===== config.mk =====
export PLATFORM = sky130hd
export DESIGN_NAME = conv_window_gen
export DESIGN_NICKNAME = d
export VERILOG_FILES = /design/src/rtl/conv_window_gen.sv
export SDC_FILE = /design/constraint.sdc
export NUM_CORES = 1
export LEC_CHECK = 0
export ABC_AREA = 1
export ABC_CLOCK_PERIOD_IN_PS = 12400
export BUFFER_PORTS_ARGS = -buffer_cell sky130_fd_sc_hd__buf_2
export CELL_PAD_IN_SITES_DETAIL_PLACEMENT = 2
export CELL_PAD_IN_SITES_GLOBAL_PLACEMENT = 2
export CORE_ASPECT_RATIO = 0.8
export CORE_MARGIN = 2
export CORE_UTILIZATION = 42
export DETAILED_ROUTE_END_ITERATION = 8
export GPL_TIMING_DRIVEN = 0
export PLACE_DENSITY_LB_ADDON = 0.1
export SETUP_SLACK_MARGIN = 0.1
export SLEW_MARGIN = 20
export SYNTH_ARGS = -nofsm -noshare
export SYNTH_HDL_FRONTEND = slang
export SYNTH_SLANG_ARGS = --single-unit

===== constraint.sdc =====
create_clock -name clk -period 12.4 [get_ports clk]
set_input_delay 1.24 -clock clk [delete_from_list [all_inputs] [get_ports clk]]
set_output_delay 1.24 -clock clk [all_outputs]
set_load 0.02 [all_outputs]

===== src/rtl/conv_window_gen.sv =====
// conv_window_gen: raster-order pixel stream in, KxK multi-channel windows out.
// Ports:
//   clk, rst (async, active-high)
//   in_valid/in_ready/in_data : one pixel per accept, channel c at [c*DATA_W +: DATA_W]
//   out_valid/out_ready       : one registered output stage
//   out_window                : element (r,c,ch) at [((r*K+c)*CH+ch)*DATA_W +: DATA_W]
//   out_last                  : marks the final window of a frame
module conv_window_gen #(
    parameter int DATA_W = 8,
    parameter int CH     = 1,
    parameter int WIDTH  = 28,
    parameter int HEIGHT = 28,
    parameter int K      = 3,
    parameter int STRIDE = 1
) (
    input  logic                        clk,
    input  logic                        rst,
    input  logic                        in_valid,
    output logic                        in_ready,
    input  logic [CH*DATA_W-1:0]        in_data,
    output logic                        out_valid,
    input  logic                        out_ready,
    output logic [K*K*CH*DATA_W-1:0]    out_window,
    output logic                        out_last
);

    localparam int PW = CH * DATA_W;
    localparam int XW = (WIDTH > 1) ? $clog2(WIDTH) : 1;
    localparam int YW = (HEIGHT > 1) ? $clog2(HEIGHT) : 1;
    localparam int SW = (STRIDE > 1) ? $clog2(STRIDE) : 1;
    localparam int RW = (K > 2) ? $clog2(K - 1) : 1;

    // Bottom-right coordinates of the last window that fits the stride grid.
    localparam int XL = (K - 1) + ((WIDTH - K) / STRIDE) * STRIDE;
    localparam int YL = (K - 1) + ((HEIGHT - K) / STRIDE) * STRIDE;

    localparam logic [XW-1:0] X_MAX  = XW'(WIDTH - 1);
    localparam logic [XW-1:0] X_K    = XW'(K - 1);
    localparam logic [XW-1:0] X_LAST = XW'(XL);
    localparam logic [YW-1:0] Y_MAX  = YW'(HEIGHT - 1);
    localparam logic [YW-1:0] Y_K    = YW'(K - 1);
    localparam logic [YW-1:0] Y_LAST = YW'(YL);
    localparam logic [SW-1:0] S_MAX  = SW'(STRIDE - 1);
    localparam logic [RW-1:0] R_MAX  = RW'(K - 2);
    localparam logic [RW:0]   R_CNT  = (RW+1)'(K - 1);

    logic [XW-1:0] x;
    logic [YW-1:0] y;
    logic [SW-1:0] px;
    logic [SW-1:0] py;
    // Slot holding the oldest stored row; advances once per line.
    logic [RW-1:0] head;

    logic [PW-1:0] lb [K-1][WIDTH];
    logic [PW-1:0] win [K][K];
    logic [PW-1:0] win_nxt [K][K];
    logic [PW-1:0] col [K];
    logic [RW:0]   rsum [K-1];
    logic [K*K*PW-1:0] win_flat;

    logic accept;
    logic emit;
    logic last;

    assign in_ready = !out_valid || out_ready;
    assign accept   = in_valid && in_ready;

    // px/py are the stride phases of the current column/row; zero on grid points.
    assign emit = (x >= X_K) && (y >= Y_K) && (px == '0) && (py == '0);
    assign last = emit && (x == X_LAST) && (y == Y_LAST);

    always_comb begin
        win_flat = '0;
        // Column x, oldest row first, new pixel at the bottom.
        for (int r = 0; r < K - 1; r++) begin
            rsum[r] = {1'b0, head} + (RW+1)'(r);
            if (rsum[r] >= R_CNT)
                rsum[r] = rsum[r] - R_CNT;
            col[r] = lb[rsum[r][RW-1:0]][x];
        end
        col[K-1] = in_data;
        for (int r = 0; r < K; r++) begin
            for (int c = 0; c < K - 1; c++)
                win_nxt[r][c] = win[r][c+1];
            win_nxt[r][K-1] = col[r];
        end
        for (int r = 0; r < K; r++)
            for (int c = 0; c < K; c++)
                win_flat[(r*K+c)*PW +: PW] = win_nxt[r][c];
    end

    // Line storage is deliberately not reset; unfilled rows never reach
    // an emitted window.
    always_ff @(posedge clk) begin
        if (accept)
            lb[head][x] <= in_data;
    end

    always_ff @(posedge clk or posedge rst) begin
        if (rst) begin
            x          <= '0;
            y          <= '0;
            px         <= '0;
            py         <= '0;
            head       <= '0;
            out_valid  <= 1'b0;
            out_window <= '0;
            out_last   <= 1'b0;
            for (int r = 0; r < K; r++)
                for (int c = 0; c < K; c++)
                    win[r][c] <= '0;
        end else begin
            if (accept) begin
                for (int r = 0; r < K; r++)
                    for (int c = 0; c < K; c++)
                        win[r][c] <= win_nxt[r][c];

                if (x == X_MAX) begin
                    x    <= '0;
                    px   <= '0;
                    head <= (head == R_MAX) ? '0 : head + 1'b1;
                    if (y == Y_MAX) begin
                        y  <= '0;
                        py <= '0;
                    end else begin
                        y <= y + 1'b1;
                        if (y >= Y_K)
                            py <= (py == S_MAX) ? '0 : py + 1'b1;
                        else
                            py <= '0;
                    end
                end else begin
                    x <= x + 1'b1;
                    if (x >= X_K)
                        px <= (px == S_MAX) ? '0 : px + 1'b1;
                    else
                        px <= '0;
                end
            end

            if (accept && emit) begin
                out_valid  <= 1'b1;
                out_window <= win_flat;
                out_last   <= last;
            end else if (out_ready) begin
                out_valid <= 1'b0;
            end
        end
    end

endmodule


Word level (Yosys, flattened, before mapping)
Memories as Yosys holds them, arrays and structs flattened.
Index checks and enable logic that the tools add are counted.
- equal/unequal tests: 2
- multipliers: 0
- magnitude comparators: 6
- divide/modulo/power cells: 0
- shifts and indexed selects: 0
- add/subtract/negate cells: 8
- reductions and logical operators: 12
- muxes and demuxes: 23
- bitwise operators: 3
- operator list (cell ; number):
    $mux 224 ; 1
    $bmux 8 s5 ; 2
    $demux 8 s5 ; 1
    $mux 8 ; 5
    $mux 1 ; 12
    $add 5x1->5 const B ; 2
    $eq 5x5->1 const B ; 2
    $ge 5x2->1 const B ; 2
    $mux 5 ; 2
    $logic_and 1x1->1 ; 8
    $ge 6x6->1 const B ; 1
    $lt 6x1->1 const B ; 1
    $not 5->6 ; 1
    $add 1x1->1 const B ; 3
    $add 1x1->2 const B ; 1
    $ge 1x2->1 const B ; 1
    $ge 2x2->1 const B ; 1
    $not 1->1 ; 2
    $reduce_and 2->1 ; 1
    $reduce_bool 2->1 ; 1
    $sub 1x1->1 const B ; 2
    $logic_not 1->1 ; 1
    $logic_or 1x1->1 ; 1
- input port bits: 12
- output and inout bits: 75
- word-level logic and storage cells: 69
- bits in read-only memories: 0
- bits in latches: 0
- bits in registers: 135
- memories kept: 1
- bits in writable memories: 448
- memories (memory ; depth ; bits a word ; read ports ; clocked after Yosys merged registers in ; wr ports ; RTL line ; source):
    lb ; 2 ; 224 ; 2 ; 0 ; 1 ; 54 ; logic [PW-1:0] lb [K-1][WIDTH];

Longest topological paths before layout
Gate-level depths: netlist of run 1.
An unclocked memory read counts as a cell.
- word-level depth: 7
- depth in mapped cells: 15
- mapped depth without buffers: 12

Least setup slack after synthesis of run 1
Ideal clock, no wire load.
- path type: input port to flip-flop
- start point: input port out_ready
- end point: memory lb[0][152] in the netlist's numbering, enable pin
- buffers on the path: 2
- slack: 9.258 ns
- stages on the path: 8
- setup time: 0.383 ns
- arrival time: 2.759 ns
- required time: 12.017 ns
- cells stage by stage: inv_1 -> nand2_1 -> nand2_1 -> inv_1 -> buf_2 -> nand2_1 -> clkbuf_1 -> nor3_1
- longest elaborated chain between the ends: 4
- ends and longest elaborated chain (item ; RTL line ; source):
    start, declared ; 22 ; input logic out_ready,
    $logic_or 1x1->1 ; 65 ; assign in_ready = !out_valid || out_ready;
    net in_ready ; 19 ; output logic in_ready,
    $logic_and 1x1->1 ; 66 ; assign accept = in_valid && in_ready;
    $mux 1 ; 95 ; if (accept)
    $mux 224 (implied by the code) ; 96 ; lb[head][x] <= in_data;
    end, declared ; 54 ;
The timed path passes the listed nets, and every way through them passes these cells.

Final worst setup path of run 1
- start point: register x[1]
- end point: memory lb[1][117] in the netlist's numbering, enable pin
- longest elaborated chain between the ends: 6
- elaborated cells on any way between the ends: 7
- classes of those cells: order compare (2); mux (3); bitwise (1); reduce/logical (1)
- ends and longest elaborated chain (item ; RTL line ; source):
    start, declared ; 47 ; logic [XW-1:0] x;
    start signal, assigned ; 133 ; x <= x + 1'b1;
    $not 5->6 (implied by the code) (*) ; 96 ;
    $ge 6x6->1 (implied by the code) or $lt 6x1->1 (tied branches) ; 96 ;
    $logic_and 1x1->1 (implied by the code) ; 96 ;
    $mux 8 (implied by the code) ; 96 ;
    $demux 8 s5 (*) ; 96 ;
    $mux 224 (implied by the code) (*) ; 96 ;
Every way passes the cells marked *; elsewhere a longest branch is shown, timed or not.

==> results.md, run 1 <==
* Final Critical Period at ~4.1 ns
* Rel. slew slack at 21.9%
* FMAX at 245 MHz
* Post-synthesis compound-gate area fraction at 6.88%
* Post-DP HPWL at 94600 um
* FF+latch count, synth at 581
* Final Total Pwr at ~8.4 mW
* Mean Syn Cell Area at between 8 and 9 um2
* Final setup vio count at 0
* Pin count of the biggest net entering global routing at 94
* Ratio of cells with drive above 1 in the final layout at 12.0%
* Xor/xnor share of the synthesized area at 0%
* Post-synthesis adder-cell area fraction at 0.260%
* Crit. Startpoint: x[1]
* Worst path most repeated cell: buf_1
* Total GRT Usage at between 30 and 40%
* Slowest-stage cell, CP: nor3_2
* Startpoint types: flop
* Ys Warns at 0
* Syn nets at 3328
* DRT Pass-1 Iters at 5
* Total Neg Setup Slack at 0 ns
* Global route overflow at 0
* Global placement routability congestion at around 0.98
* CTS sink cnt at ~580
* Dpl cell area at between 30000 and 40000 um2
* CTS H-tree lvls at 2
* Fraction of synthesized area in multiplexers at 0%
* Worst setup path class: flop to flop
* Hold Buf Count CTS at 0
* Via count at 26400
* Post-synthesis cell area at just under 30000 um2
* CTS tree: built
* Max-cap viol count at 0
* Clock slew at reported path FFs at roughly 0.07 ns
* Vias per inst at 5.95
* Final net count at between 3000 and 4000
* Layout area overhead at 14.7%
* RSZ-0062 raised after global routing: false
* Yosys cell types at 30
* IO Pins at 87
* Hold Crit Class: flop to flop
* Die Y at 239 um
* Port Buf Inserts at 86
* 1st-iter DRT viols at 3120
* Critical path arrival at 4.37 ns
* Period utilization at 33.0%
* DIE AREA at between 70000 and 80000 um2
* Post-route cell area at 33100 um2
* Clock tree buffer depth at 3
* DR WL/cell at 30.2 um
* Clock latency on the worst-skew pair at 0.67 ns
* WHS Path Cells at 2
* Reg2Reg Depth at 7
* Area of the core at 67600 um2
* Die width at 297 um
* Max-slew violation count at 0
* Number of gates resized after cts at 0
* Residual DRC at 0
* Post-Syn Instances at 3310
* Max VDD drop at roughly 0.14 mV
* Main combinational cell family by area after synthesis: simple AND/OR/NAND/NOR gates
* PwrDens at 252 nW/um2
* Clock buffers created by TritonCTS at 60
* Crit path capture type: flop
* End of the worst hold path: win[24]
* Worst r2r src: x[1]
* Area share of and/or/nand/nor cells after synthesis at 25.5%
* Worst-Margin Slew at 1.17 ns
* Initial antenna violation count at 2
* Maximum fanout along the worst path at 11
* Reg-to-reg slack, setup at 8.31 ns
* Starting Density at 42.7%
* Clk_skew at 0.0264 ns
* Hold Path Origin: win[24]
* R2r endpoint: lb[1][117]
* CP required at 12.68 ns
* Post-CTS Setup Inserts at 0
* Post-route antenna net violation count at 0
* Vias in the first global route at 28800
* Root Driver: clkbuf_16
* CP max stage delay at 0.89 ns
* First-pass GRT wire length at 194000 um
* Final hold violations at 0
* Sequential cell area fraction in the yosys report at between 50% and 60%
* Std cell rows at between 80 and 90
* Run status: finished, final reports clean
* Leakage power at 14.6 nW
* Final Hold Slack at 0.487 ns
* Final wirelength at 134000 um
* Critical path cell sequence: buf_2 -> inv_2 -> buf_1 -> ha_1 -> nand2_1 -> buf_1 -> nor3_2
cell usage in the layout (no fill, tap or decap), types with 12 or more instances in the layout:
cell / synthesis / final
buf_6: 12 / 12
o21ai_0: 148 / 148
edfxtp_1: 448 / 448
o211ai_1: 113 / 113
buf_2: 118 / 196
buf_4: 17 / 33
nand2_1: 1145 / 1145
clkinv_2: 0 / 17
dfrtp_1: 133 / 133
buf_1: 24 / 23
clkbuf_1: 44 / 49
nor3_2: 0 / 52
nand3_1: 515 / 515
a21oi_1: 76 / 76
clkbuf_16: 0 / 64
nor2_1: 26 / 26
inv_1: 402 / 401
logic make-up after synthesis:
group           Yosys count
simple gates           1756
buf+inv                 627
flops                   581
compound gates          340
fa+ha+maj                 6
registers in the layout, indices dropped and copies added (netlist names):
name and count:
out_valid 1, head 1, out_window 72, out_last 1
lb 448, x 5, y 5, win 48
cells in the mapped netlist:
| master | n | area (um2) |
|---|---|---|
| and3_1 | 1 | 6.26 |
| nand3_2 | 1 | 10.0 |
| nor2_2 | 2 | 12.5 |
| o21ai_0 | 148 | 741 |
| clkinv_1 | 3 | 11.3 |
| inv_4 | 1 | 6.26 |
| nor2_4 | 4 | 45.0 |
| nand2_2 | 2 | 12.5 |
| buf_4 | 17 | 128 |
| nand3_1 | 515 | 2580 |
| o22ai_1 | 1 | 6.26 |
| buf_1 | 24 | 90.1 |
| nand2_4 | 1 | 11.3 |
| nand2_1 | 1145 | 4300 |
| nor3_1 | 55 | 275 |
| inv_2 | 6 | 22.5 |
| a21oi_1 | 76 | 380 |
| nor4_1 | 2 | 12.5 |
| o21ai_1 | 2 | 10.0 |
| dfrtp_1 | 133 | 3330 |
| nand4_1 | 1 | 6.26 |
| o211ai_1 | 113 | 848 |
| inv_1 | 402 | 1510 |
| ha_1 | 6 | 75.1 |
| nor2_1 | 26 | 97.6 |
| buf_6 | 12 | 135 |
| buf_2 | 118 | 591 |
| edfxtp_1 | 448 | 13500 |
| nor3b_1 | 1 | 7.51 |
| clkbuf_1 | 44 | 165 |
final cells by class:
class,count,area [um2]
Fill cell,7260,34500
Sequential cell,581,16800
Multi-Input combinational cell,2102,9690
Clock buffer,74,1680
Inverter,412,1560
Tap cell,913,1140
Buffer,215,1110
Timing Repair Buffer,103,728
Clock inverter,39,434
Antenna cell,1,2.50
how the worst max path moves through the flow:
| stage | end | cells after the start | slack (ns) |
|---|---|---|---|
| global route | lb[1][117] | 7 | 8.32 |
| finish | lb[1][117] | 7 | 8.31 |
| detailed placement | lb[0][218] | 9 | 7.77 |
| CTS | lb[0][210] | 7 | 8.16 |
| global placement | x[0] | 2 | 6.07 |
| floorplan | head | 1 | 7.61 |
layer usage:
layer,vias up,track usage (%),routed length (um)
li1,11200,-,-
met1,13700,51.8,56800
met2,1236,59.5,60700
met3,246,7.85,11800
met4,0,13.5,4840
met5,-,0,0
power breakdown:
group	switching (mW)	internal, mW	total, mW
Sequential	0.133	2.28	2.42
Clock	0.871	1.15	2.02
Combinational	3.01	0.908	3.92
Total	4.01	4.34	8.35
worst max-delay path: cells and delay by family (launching register included):
family	cells	cell delay, ns
AND/OR/NAND/NOR	2	1.17
flip-flops	1	0.48
adder cells (fa/ha/maj)	1	0.27
buffers and inverters	4	1.77
through the flow:
stage | utilization, % | worst slack (ns) | std cells
final | 49.0 | 8.31 | 4440
after global routing | 49.0 | 8.32 | 4439
after CTS | 48.9 | 8.16 | 4439
after detailed placement | 45.8 | 7.77 | 4326
after global placement | 45.0 | 6.07 | 4309
after floorplan | - | 7.61 | 3310
Note: power is estimated with default switching activity, not from simulation.
==> run 2: changes to the inputs <==
--- a/config.mk
+++ b/config.mk
@@ -6,13 +6,13 @@
 export NUM_CORES = 1
 export LEC_CHECK = 0
 export ABC_AREA = 1
-export ABC_CLOCK_PERIOD_IN_PS = 12400
+export ABC_CLOCK_PERIOD_IN_PS = 4180
 export BUFFER_PORTS_ARGS = -buffer_cell sky130_fd_sc_hd__buf_2
 export CELL_PAD_IN_SITES_DETAIL_PLACEMENT = 2
 export CELL_PAD_IN_SITES_GLOBAL_PLACEMENT = 2
 export CORE_ASPECT_RATIO = 0.8
 export CORE_MARGIN = 2
-export CORE_UTILIZATION = 42
+export CORE_UTILIZATION = 39
 export DETAILED_ROUTE_END_ITERATION = 8
 export GPL_TIMING_DRIVEN = 0
 export PLACE_DENSITY_LB_ADDON = 0.1
==> constraint.sdc (replaced) <==
create_clock -name clk -period 4.18 [get_ports clk]
set_input_delay 0.418 -clock clk [delete_from_list [all_inputs] [get_ports clk]]
set_output_delay 0.418 -clock clk [all_outputs]
set_load 0.02 [all_outputs]
==> run 2 against run 1 <==
Net effect:
- sequential power grew to 3.0 times the previous value
- die area grew 7.6%
- worst setup slack lost 8.2 ns
- cell count grew 0.88%
- total power grew to 2.9 times the previous value
- clock-buffer cell count grew 1
- critical path type unchanged
- highest routed layer unchanged
==> results.md, run 2 (synthesis results as in run 1) <==
* Run status: finished, final reports clean
* Clock tree buffer depth at 3
* Starting Density at 39.3%
* Pin count of the biggest net entering global routing at 78
* Fin cells at ~4500
* Final setup vio count at 0
* Global placement routability congestion at slightly above 1
* Total GRT Usage at 33.8%
* PwrDens at approximately 740 nW/um2
* Critical path arrival at ~4.3 ns
* Post-route antenna net violation count at 0
* Port Buf Inserts at 86
* Area of the core at 73500 um2
* Clk_skew at 0.0297 ns
* 1st-iter DRT viols at 2627
* CTS sink cnt at 581
* Worst setup path class: flop to flop
* Max-cap viol count at 0
* Rel. slew slack at between 20% and 30%
* Global route overflow at 0
* Max VDD drop at 0.383 mV
* Hold Crit Class: input pin to flop
* Worst-Margin Slew at 1.10 ns
* Final hold violations at 0
* CP bufs+invs at 4
* Vias in the first global route at ~28000
* DP Cell Count at 4363
* Final Critical Period at 4.06 ns
* Core Util, Final at 44.9%
* CP max stage delay at 0.75 ns
* Largest delay contributor family on the critical path: buffers and inverters
* DR WL/cell at 28.9 um
* Std cell rows at 89
* Vias per inst at approximately 5.8
* Via count at 25800
* Clock slew at reported path FFs at around 0.060 ns
* Period utilization at 97.1%
* Leakage power at 14.5 nW
* Final net count at about 3500
* Most flop-heavy register: lb
* Root Driver: clkbuf_16
* Initial antenna violation count at 2
* Dpl cell area at a little over 30000 um2
* Final wirelength at 129000 um
* First-pass GRT wire length at 187000 um
* Die width at 308 um
* Maximum fanout along the worst path at 11
* Filler cells at 8033
* Die Y at between 200 and 250 um
* Max reg flops at 448
* Total Neg Setup Slack at 0 ns
* Slowest-stage cell, CP: nor3_2
* Clock latency on the worst-skew pair at 0.67 ns
* DIE AREA at between 70000 and 80000 um2
* Crit path capture type: flop
* CTS H-tree lvls at 2
* CTS tree: built
* Final WS setup at ~0.12 ns
* Post-DP HPWL at 94500 um
* Post-route cell area at between 30000 and 40000 um2
* RSZ-0062 raised after global routing: true
* Critical path cell sequence: buf_2 -> inv_2 -> buf_1 -> ha_1 -> nand2_1 -> buf_2 -> nor3_2
* Clock buffers created by TritonCTS at 61
* Worst path most repeated cell: buf_2
* Startpoint types: flop
* Max-slew violation count at 0
* Layout area overhead at 14.3%
* CP required at 4.46 ns
* Final Total Pwr at 24.3 mW
* IO Pins at 87
* Commonest non-fill, non-tap cell in the layout: nand2_1
* DRT Pass-1 Iters at 6
* Largest regs: lb (448), out_window (72), win (48)
* Number of antenna diodes at 0
* Residual DRC at 0
* Dpl ws at -0.0899 ns
* Most frequent cells in the layout: 1145 x nand2_1, 515 x nand3_1, 448 x edfxtp_1, 401 x inv_1, 197 x buf_2
* Ratio of cells with drive above 1 in the final layout at about an eighth
* FMAX at between 200 and 250 MHz
* Final Hold Slack at 0.0737 ns
==> run 2: per-layer routing <==
layer / part of all wire, % / track usage, % / wire [um]
met1: 45 / 49.5 / 58800
met2: 44 / 51.8 / 56800
met3: 7.9 / 5.69 / 10200
met4: 2.7 / 9.44 / 3440
met5: 0 / 0 / 0
==> run 2: layout make-up <==
cell class	instances	area (um2)	share of cell area [%]
Tap cell	955	1190	3.62
Sequential cell	581	16800	50.9
Buffer	215	1110	3.37
Timing Repair Buffer	99	661	2.00
Inverter	412	1560	4.72
Clock buffer	75	1700	5.16
Multi-Input combinational cell	2102	9690	29.4
Clock inverter	40	293	0.887
==> run 2: what timing repair did <==
| item | CTS | global route |
|---|---|---|
| hold buffers | 1 | 0 |
| buffers inserted | 0 | 0 |
| hold endpoints to repair | 56 | 0 |
| gates resized for setup | 3 | 1 |
| endpoints found under the setup margin | 24 | 8 |
==> run 2: worst paths after layout <==
check                               start        endpoint  slack [ns]  cells past startpoint
max                                  x[1]      lb[1][146]        0.12                      7
min                             out_ready       out_valid        0.07                      4
max reg2reg                          x[1]      lb[1][146]        0.12                      7
min reg2reg                out_window[43]  out_window[43]        0.47                      2
max in group asynchronous             rst  out_window[34]        3.07                      4
min in group asynchronous             rst  out_window[11]        0.36                      3
==> run 2: tightest hold or removal path, stage by stage <==
cell and delay, ns:
buf_2 0.08, inv_1 0.03, nand2_1 0.08, nand2_1 0.06
==> run 2: where the power goes <==
part           switching (mW)  leakage [nW]  total, mW  internal [mW]
Clock                    2.50         0.985       5.61           3.12
Sequential              0.360          5.70       7.14           6.78
Combinational            8.81          7.79       11.5           2.69
Total                    11.7          14.5       24.3           12.6
